==> src/rtl/rom_prefetch_ctrl.sv <==
// Bus-slave front end for the boot/instruction ROM with a one-word sequential prefetch buffer.
// Define ROM_PREFETCH_EN to enable the prefetch buffer; without it every read takes 2 cycles.
module rom_prefetch_ctrl #(
    parameter int ADDR_W = 11,
    parameter int DATA_W = 32
) (
    input  logic              clk,
    input  logic              reset,
    input  logic              cs_,
    input  logic              as_,
    input  logic              rw,
    input  logic [ADDR_W-1:0] addr,
    output logic [DATA_W-1:0] rd_data,
    output logic              rdy_,
    output logic [ADDR_W-1:0] rom_addr,
    input  logic [DATA_W-1:0] rom_data
);

    logic              w_req;
    logic [ADDR_W-1:0] r_req_addr;

    assign w_req = !cs_ && !as_;

`ifdef ROM_PREFETCH_EN
    typedef enum logic [1:0] {S_IDLE, S_WAIT, S_ISSUE, S_PF} state_t;

    state_t            r_state;
    logic              r_pf_valid;
    logic [ADDR_W-1:0] r_pf_addr;
    logic [DATA_W-1:0] r_pf_data;
    logic [ADDR_W-1:0] w_nxt;
    logic              w_hit;

    assign w_nxt = r_req_addr + ADDR_W'(1);
    assign w_hit = r_pf_valid && (r_pf_addr == addr);

    // WAIT/ISSUE address the word after the demand word so PF can capture it.
    always_comb begin
        rom_addr = addr;
        case (r_state)
            S_WAIT, S_ISSUE: rom_addr = w_nxt;
            default:         rom_addr = addr;
        endcase
    end

    always_ff @(posedge clk or negedge reset) begin
        if (!reset) begin
            r_state    <= S_IDLE;
            rd_data    <= '0;
            rdy_       <= 1'b1;
            r_pf_valid <= 1'b0;
            r_pf_addr  <= '0;
            r_pf_data  <= '0;
            r_req_addr <= '0;
        end else begin
            rdy_ <= 1'b1;
            case (r_state)
                S_IDLE: begin
                    if (w_req) begin
                        if (!rw) begin
                            rdy_    <= 1'b0;
                            rd_data <= '0;
                        end else if (w_hit) begin
                            rd_data    <= r_pf_data;
                            rdy_       <= 1'b0;
                            r_req_addr <= addr;
                            r_state    <= S_ISSUE;
                        end else begin
                            r_req_addr <= addr;
                            r_state    <= S_WAIT;
                        end
                    end
                end
                S_WAIT: begin
                    rd_data <= rom_data;
                    rdy_    <= 1'b0;
                    r_state <= S_PF;
                end
                S_ISSUE: r_state <= S_PF;
                S_PF: begin
                    r_pf_data  <= rom_data;
                    r_pf_addr  <= w_nxt;
                    r_pf_valid <= 1'b1;
                    r_state    <= S_IDLE;
                    if (w_req) begin
                        if (!rw) begin
                            rdy_    <= 1'b0;
                            rd_data <= '0;
                        end else if (addr == w_nxt) begin
                            // The prefetched word is on rom_data right now: forward it.
                            rd_data    <= rom_data;
                            rdy_       <= 1'b0;
                            r_req_addr <= addr;
                            r_state    <= S_ISSUE;
                        end else begin
                            r_req_addr <= addr;
                            r_state    <= S_WAIT;
                        end
                    end
                end
                default: r_state <= S_IDLE;
            endcase
        end
    end
`else
    typedef enum logic {S_IDLE, S_WAIT} state_t;

    state_t r_state;

    assign rom_addr = (r_state == S_WAIT) ? r_req_addr : addr;

    always_ff @(posedge clk or negedge reset) begin
        if (!reset) begin
            r_state    <= S_IDLE;
            rd_data    <= '0;
            rdy_       <= 1'b1;
            r_req_addr <= '0;
        end else begin
            rdy_ <= 1'b1;
            case (r_state)
                S_IDLE: begin
                    if (w_req) begin
                        if (!rw) begin
                            rdy_    <= 1'b0;
                            rd_data <= '0;
                        end else begin
                            r_req_addr <= addr;
                            r_state    <= S_WAIT;
                        end
                    end
                end
                S_WAIT: begin
                    rd_data <= rom_data;
                    rdy_    <= 1'b0;
                    r_state <= S_IDLE;
                end
                default: r_state <= S_IDLE;
            endcase
        end
    end
`endif

endmodule

==> config.mk <==
export PLATFORM = sky130hd
export DESIGN_NAME = rom_prefetch_ctrl
export DESIGN_NICKNAME = d
export VERILOG_FILES = /design/src/rtl/rom_prefetch_ctrl.sv
export SDC_FILE = /design/constraint.sdc
export NUM_CORES = 1
export LEC_CHECK = 0
export CAP_MARGIN = 20
export CORE_ASPECT_RATIO = 1.25
export CORE_MARGIN = 10
export CORE_UTILIZATION = 27
export CTS_CLUSTER_DIAMETER = 40
export DETAILED_ROUTE_END_ITERATION = 8
export PLACE_DENSITY = 0.55
export SLEW_MARGIN = 10
export SYNTH_ARGS = -nofsm -noshare
export SYNTH_HDL_FRONTEND = slang
export SYNTH_SLANG_ARGS = --single-unit
export TNS_END_PERCENT = 30
==> constraint.sdc <==
create_clock -name clk -period 1.8 [get_ports clk]
set_input_delay 0.36 -clock clk [delete_from_list [all_inputs] [get_ports clk]]
set_output_delay 0.36 -clock clk [all_outputs]
set_load 0.02 [all_outputs]
==> metrics, run 1 <==
dpl cell area 0.00301 mm²; final hold vios 0; Sequential Power Share 44.2%; Psw 765 µW; final-report setup violation count 0; H-tree lvl count 2; crit-path cells buf_8 -> mux2_2 -> buf_2; Filler cells 696; Port Buf Inserts 91; syn nets 226; Final TNS setup 0 ns; crit path buf inv count 2; Syn-to-layout area delta 64.5%; drt total wl 5850 µm; Least-Margin Pin Slew 0.314 ns; area of the multi-input gates 791 µm²; die area 0.0111 mm²; Worst-Skew Late Latency 0.29 ns; Synth Register Bits 45; period utilization 96.2%; Max stage delay on crit path 0.50 ns; maximum vdd ir drop 0.331 mV; Worst-path clk slew 0.09 ns; post-DP HPWL 4100 µm; sequential area share after synthesis 57.6%; clk sinks 45; commonest cells in the synthesized netlist dfrtp_1, nand2_1, nand2b_1, o21ai_0, mux2_2; TritonCTS Buffers 5; Die Span X 96.1 µm; Setup Crit Path Kind reg -> out; design area 0.00322 mm²; hold_buf cts 0; Core Rows 34; Power Internal 2.04 mW; via-per-instance ratio 4.31; Hold Path Class in -> async; most common cell in the netlist dfrtp_1; largest net degree at the start of global routing 24; GP Congestion 0.686; Slew HR 79.0%; # placed instances 357; DR WL/cell 15.6 µm; Setup crit end kind output port; largest area contributor in the netlist dfrtp_1; fraction of layout cells with a size suffix above 1 22.8%; Die Ht 115 µm; Startpoint Class flip-flop; Synth async-reset ratio 100%; grt ovf 0; EDFF count, synth 0; Syn Area/Cell 11.0 µm²; Yosys top cell area share 56.3%; sw frac 27.3%; Top Ports 92; Max Cap Viol 0; crit path time final 1.73 ns; most area-consuming cells after synthesis dfrtp_1, mux2_2, nand2b_1, o21ai_0, nand2_1; initial DRC count 39; antenna cells 0; Pins Over Slew Limit 0; CTS tree done; vias in the first global route 1712; Worst path top cell family by delay flip-flops; cell area power density 871 mW/mm²; Gate power share 27.6%; synth warn 0; Reg area 0.00113 mm²; final setup skew 0.00795 ns; outcome completed; unrepaired setup endpoints after global routing no; starting density of the core 27.9%; Bufs on Longest Clock Path 2; CP required 1.44 ns; drt pass-1 iters 4; DRC 0; Cells after Synth 178; root buffer cell clkbuf_8; Final nets 332; total power 2.80 mW; via count 1617; Worst Path Max Fanout 8; Tot GR Track Use 10.8%; Arr. time, crit path 1.37 ns; Fmax 578 MHz; Clk pwr share 28.3%; first-pass GRT wire length 9430 µm; Mapped Area 0.00196 mm²; slowest cell on the critical path dfrtp_4; Routed Antenna Nets 0; initial antenna violation count 0; Core Footprint 0.00702 mm²; Main synth FF type dfrtp_1; P_leak 1.35 nW; Yosys cell types 13; Non-Filler Instances 375
## path summary, 6_finish.rpt
path / startpoint / end / slack (ns) / cells past startpoint
setup reg to reg: r_state / r_req_addr[8] / 0.13 / 5
hold / removal: reset / rd_data[16] / 0.04 / 2
max in group asynchronous: reset / rdy_ / 1.46 / 2
min in group clk: r_req_addr[2] / r_req_addr[2] / 0.51 / 1
setup / recovery: r_state / rom_addr[10] / 0.07 / 3
hold reg to reg: r_req_addr[2] / r_req_addr[2] / 0.51 / 1
## metrics by stage
step | hold slack (ns) | setup slack, ns | utilization, %
after CTS | 0.0446 | -0.0824 | 45.8
final | 0.0392 | 0.0691 | 45.8
after global routing | 0.0491 | 0.00634 | 45.8
after global placement | 0.373 | -0.200 | 42.8
after detailed placement | 0.367 | -0.203 | 42.8
after floorplan | 0.0644 | 0.314 | -
## area by class of cell
cell class | instances | area share [%]
Clock inverter | 1 | 0.933
Sequential cell | 45 | 35.2
Multi-Input combinational cell | 121 | 24.6
Tap cell | 90 | 3.50
Timing Repair Buffer | 111 | 33.1
Clock buffer | 7 | 2.68
## metal layers
metal,routed length [µm],global-route usage [%],part of all wire [%]
met4,44,2.66,0.75
met2,2790,17.0,48
met5,0,0,0
met3,480,3.78,8.2
met1,2540,13.8,43
## power groups by stage
stage	sequential (mW)	combinational (mW)	clock (mW)
floorplan	1.37	0.212	0
global placement	1.26	0.756	0
detailed placement	1.26	0.761	0
CTS	1.24	0.791	0.823
global route	1.26	0.835	0.880
finish	1.24	0.772	0.793
## placed cells by master, fill, tap and decap left out, types with 5 or more instances in the layout
master / Yosys / layout
mux2_4: 0 / 5
dfrtp_1: 44 / 43
buf_2: 5 / 12
mux2_2: 22 / 17
clkdlybuf4s50_1: 0 / 78
buf_4: 1 / 15
clkbuf_8: 0 / 6
nand2_1: 32 / 32
o21ai_0: 32 / 32
nand2b_1: 32 / 32
## worst register-to-register path: stages (launching register included)
cell     delay, ns
dfrtp_4       0.50
buf_8         0.15
nor4b_4       0.30
buf_4         0.17
buf_12        0.11
mux2_2        0.33
## sequential cells by signal (all words and copies together) (netlist names)
name	count
r_req_addr	11
r_state	1
rd_data	32
rdy_	1
## cell families (layout without fill, tap and decap cells)
kind of cell | after synthesis | after routing | share of synthesized area [%]
compound gates | 32 | 32 | 8.19
buf+inv | 12 | 119 | 3.20
flops | 45 | 45 | 57.6
simple gates | 67 | 67 | 18.3
mux | 22 | 22 | 12.7
## timing repair
item,4_1_cts,5_1_grt
resized for setup,56,2
setup endpoints to repair,23,11
pin swaps,1,1
gates cloned,2,0
buffers inserted,7,3
(Power assumes the default switching activity.)
==> run 2, diff against run 1 <==
ABC_CLOCK_PERIOD_IN_PS = 1800   (was unset)
CTS_CLUSTER_DIAMETER = 80   (was 40)
SETUP_SLACK_MARGIN = 0.2   (was unset)
==> run 2 against run 1 <==
  * The run now ends with setup timing left
  * Largest power group unchanged
  * Global-route usage increased by 0.053 points
  * Sequential share of layout area decreased by 0.68 points
  * Critical path type unchanged
  * Hold slack improved by 0.0026 ns
  * Clock power increased by 0.5%
  * Largest cell class unchanged
  * Clock skew about the same
  * Sequential cell count unchanged
  * Die area unchanged
  * Non-clock buffer count increased by 3
  * Sequential power about the same
  * Routed wire length increased by 1.3%
==> metrics, run 2 (synthesis results as in run 1) <==
vias in the first global route 1721 (+0.53%); Sequential Power Share 44.4% (+0.2 points); root buffer cell clkbuf_8; Bufs on Longest Clock Path 2 (unchanged); antenna cells 0 (unchanged); Tot GR Track Use 10.9% (+0.053 points); Least-Margin Pin Slew 0.316 ns (+0.00165 ns); maximum vdd ir drop 0.334 mV (+0.92%); Max Cap Viol 0 (unchanged); starting density of the core 27.9% (unchanged); max reg flops 32 (unchanged); Gate power share 26.9% (-0.7 points); slowest cell on the critical path dfrtp_4; total power 2.78 mW (-0.77%); Worst-Skew Late Latency 0.29 ns (about the same); Power Internal 2.00 mW (-1.6%); Startpoint Class flip-flop; clk sinks 45 (unchanged); Hold Path Class in -> async; Final nets 335 (+0.90%); Die Ht 115 µm (unchanged); Worst-path clk slew 0.09 ns (about the same); P_leak 1.51 nW (+12%); # placed instances 357 (unchanged); Most flops, register rd_data; Top Ports 92 (unchanged); Pins Over Slew Limit 0 (unchanged); DRC 0 (unchanged); fraction of layout cells with a size suffix above 1 23.6% (+0.80 points); Setup crit end kind output port; Slew HR 78.9% (-0.11 points); largest registers rd_data x32, r_req_addr x11; crit-path most repeated cell buf_4; design area 0.00328 mm² (+2.0%); Clk pwr share 28.7% (+0.4 points); final-report setup violation count 22 (+22); GP Congestion 0.686 (unchanged); die area 0.0111 mm² (unchanged); grt ovf 0 (unchanged); outcome complete, but fails checks; Max stage delay on crit path 0.48 ns (-0.02 ns); Final TNS setup -0.505 ns (-0.505 ns); H-tree lvl count 2 (unchanged); crit path time final 1.84 ns (+0.108 ns); Die Span X 96.1 µm (unchanged); Core Rows 34 (unchanged); post-DP HPWL 4100 µm (unchanged); largest net degree at the start of global routing 24 (unchanged); CP required 1.44 ns (about the same); final setup skew 0.00754 ns (-0.000409 ns); Fmax 544 MHz (-5.9%); utilization after layout 46.7% (+0.91 points); hold_buf cts 0 (unchanged); final hold vios 0 (unchanged); period utilization 102% (+6.0 points); via count 1640 (+1.4%); Port Buf Inserts 91 (unchanged); worst setup margin -0.0389 ns (-0.108 ns); most frequent cells in the layout clkdlybuf4s50_1, dfrtp_1, dlygate4sd2_1; drt total wl 5930 µm (+1.3%); initial DRC count 62 (+59%); Non-Filler Instances 378 (+0.80%); Psw 775 µW (+1.4%); Syn-to-layout area delta 67.8%; Setup Crit Path Kind reg -> out; Filler cells 702 (+0.86%); unrepaired setup endpoints after global routing yes; cell count of the worst reg-to-reg path 7 (+2); Hold WS 0.0417 ns (+0.00258 ns); most common cell after layout, fill and taps aside clkdlybuf4s50_1; sw frac 27.9% (+0.60 points); dpl cell area 0.00301 mm² (unchanged); TritonCTS Buffers 5 (unchanged); drt pass-1 iters 4 (unchanged); violated checks setup timing; Routed Antenna Nets 0 (unchanged); initial antenna violation count 0 (unchanged); via-per-instance ratio 4.34 (+0.62%); first-pass GRT wire length 9470 µm (+0.36%); crit-path cells buf_6 -> buf_4 -> mux2_2 -> buf_4; Worst Path Max Fanout 5 (-3); DP Worst Slack -0.203 ns (unchanged); CTS tree done; DR WL/cell 15.7 µm (+0.55%); cell area power density 847 mW/mm² (-2.7%); Arr. time, crit path 1.48 ns (+0.11 ns); Core Footprint 0.00702 mm² (unchanged)
## run 2: metal layers
| metal | vias up | part of all wire, % | wire length [µm] | GRT usage, % |
|---|---|---|---|---|
| met2 | 54 | 48 | 2860 | 17.0 |
| met4 | 0 | 0.42 | 25 | 2.66 |
| li1 | 798 | - | - | - |
| met5 | - | 0 | 0 | 0 |
| met1 | 786 | 44 | 2590 | 14.0 |
| met3 | 2 | 7.7 | 459 | 3.78 |
## run 2: path summary, 6_finish.rpt
kind | start | end | slack (ns)
max | r_state | rom_addr[4] | -0.04
min | reset | rd_data[16] | 0.04
max reg2reg | r_state | r_req_addr[0] | -0.04
min reg2reg | r_req_addr[10] | r_req_addr[10] | 0.51
max in group asynchronous | reset | rdy_ | 1.45
min in group clk | r_req_addr[10] | r_req_addr[10] | 0.51
## run 2: power by group through the flow
| stage | registers, mW | clock network [mW] | logic, mW |
|---|---|---|---|
| 3_3_place_gp | 1.26 | 0 | 0.756 |
| 4_1_cts | 1.24 | 0.823 | 0.764 |
| 5_1_grt | 1.26 | 0.880 | 0.810 |
| 2_1_floorplan | 1.37 | 0 | 0.212 |
| 6_report | 1.23 | 0.797 | 0.748 |
| 3_5_place_dp | 1.26 | 0 | 0.761 |
## run 2: area by class of cell
class | instances | area, µm² | share of cell area (%)
clock buffers | 7 | 86.3 | 2.63
clock inverters | 1 | 30.0 | 0.915
multi-input cells | 121 | 813 | 24.8
well taps | 90 | 113 | 3.43
flip-flops and latches | 45 | 1130 | 34.5
repair buffers | 114 | 1110 | 33.8
## run 2: repair_timing
action,CTS,global route
cloned,2,0
setup buffers,9,2
pin swaps,1,1
gates resized for setup,109,2
endpoints found under the setup margin,55,23
## run 2: worst max-delay path, delay by kind of cell, from the launching register on
family,cells,cell delay (ns)
buf+inv,3,0.44
flops,1,0.48
mux,1,0.27
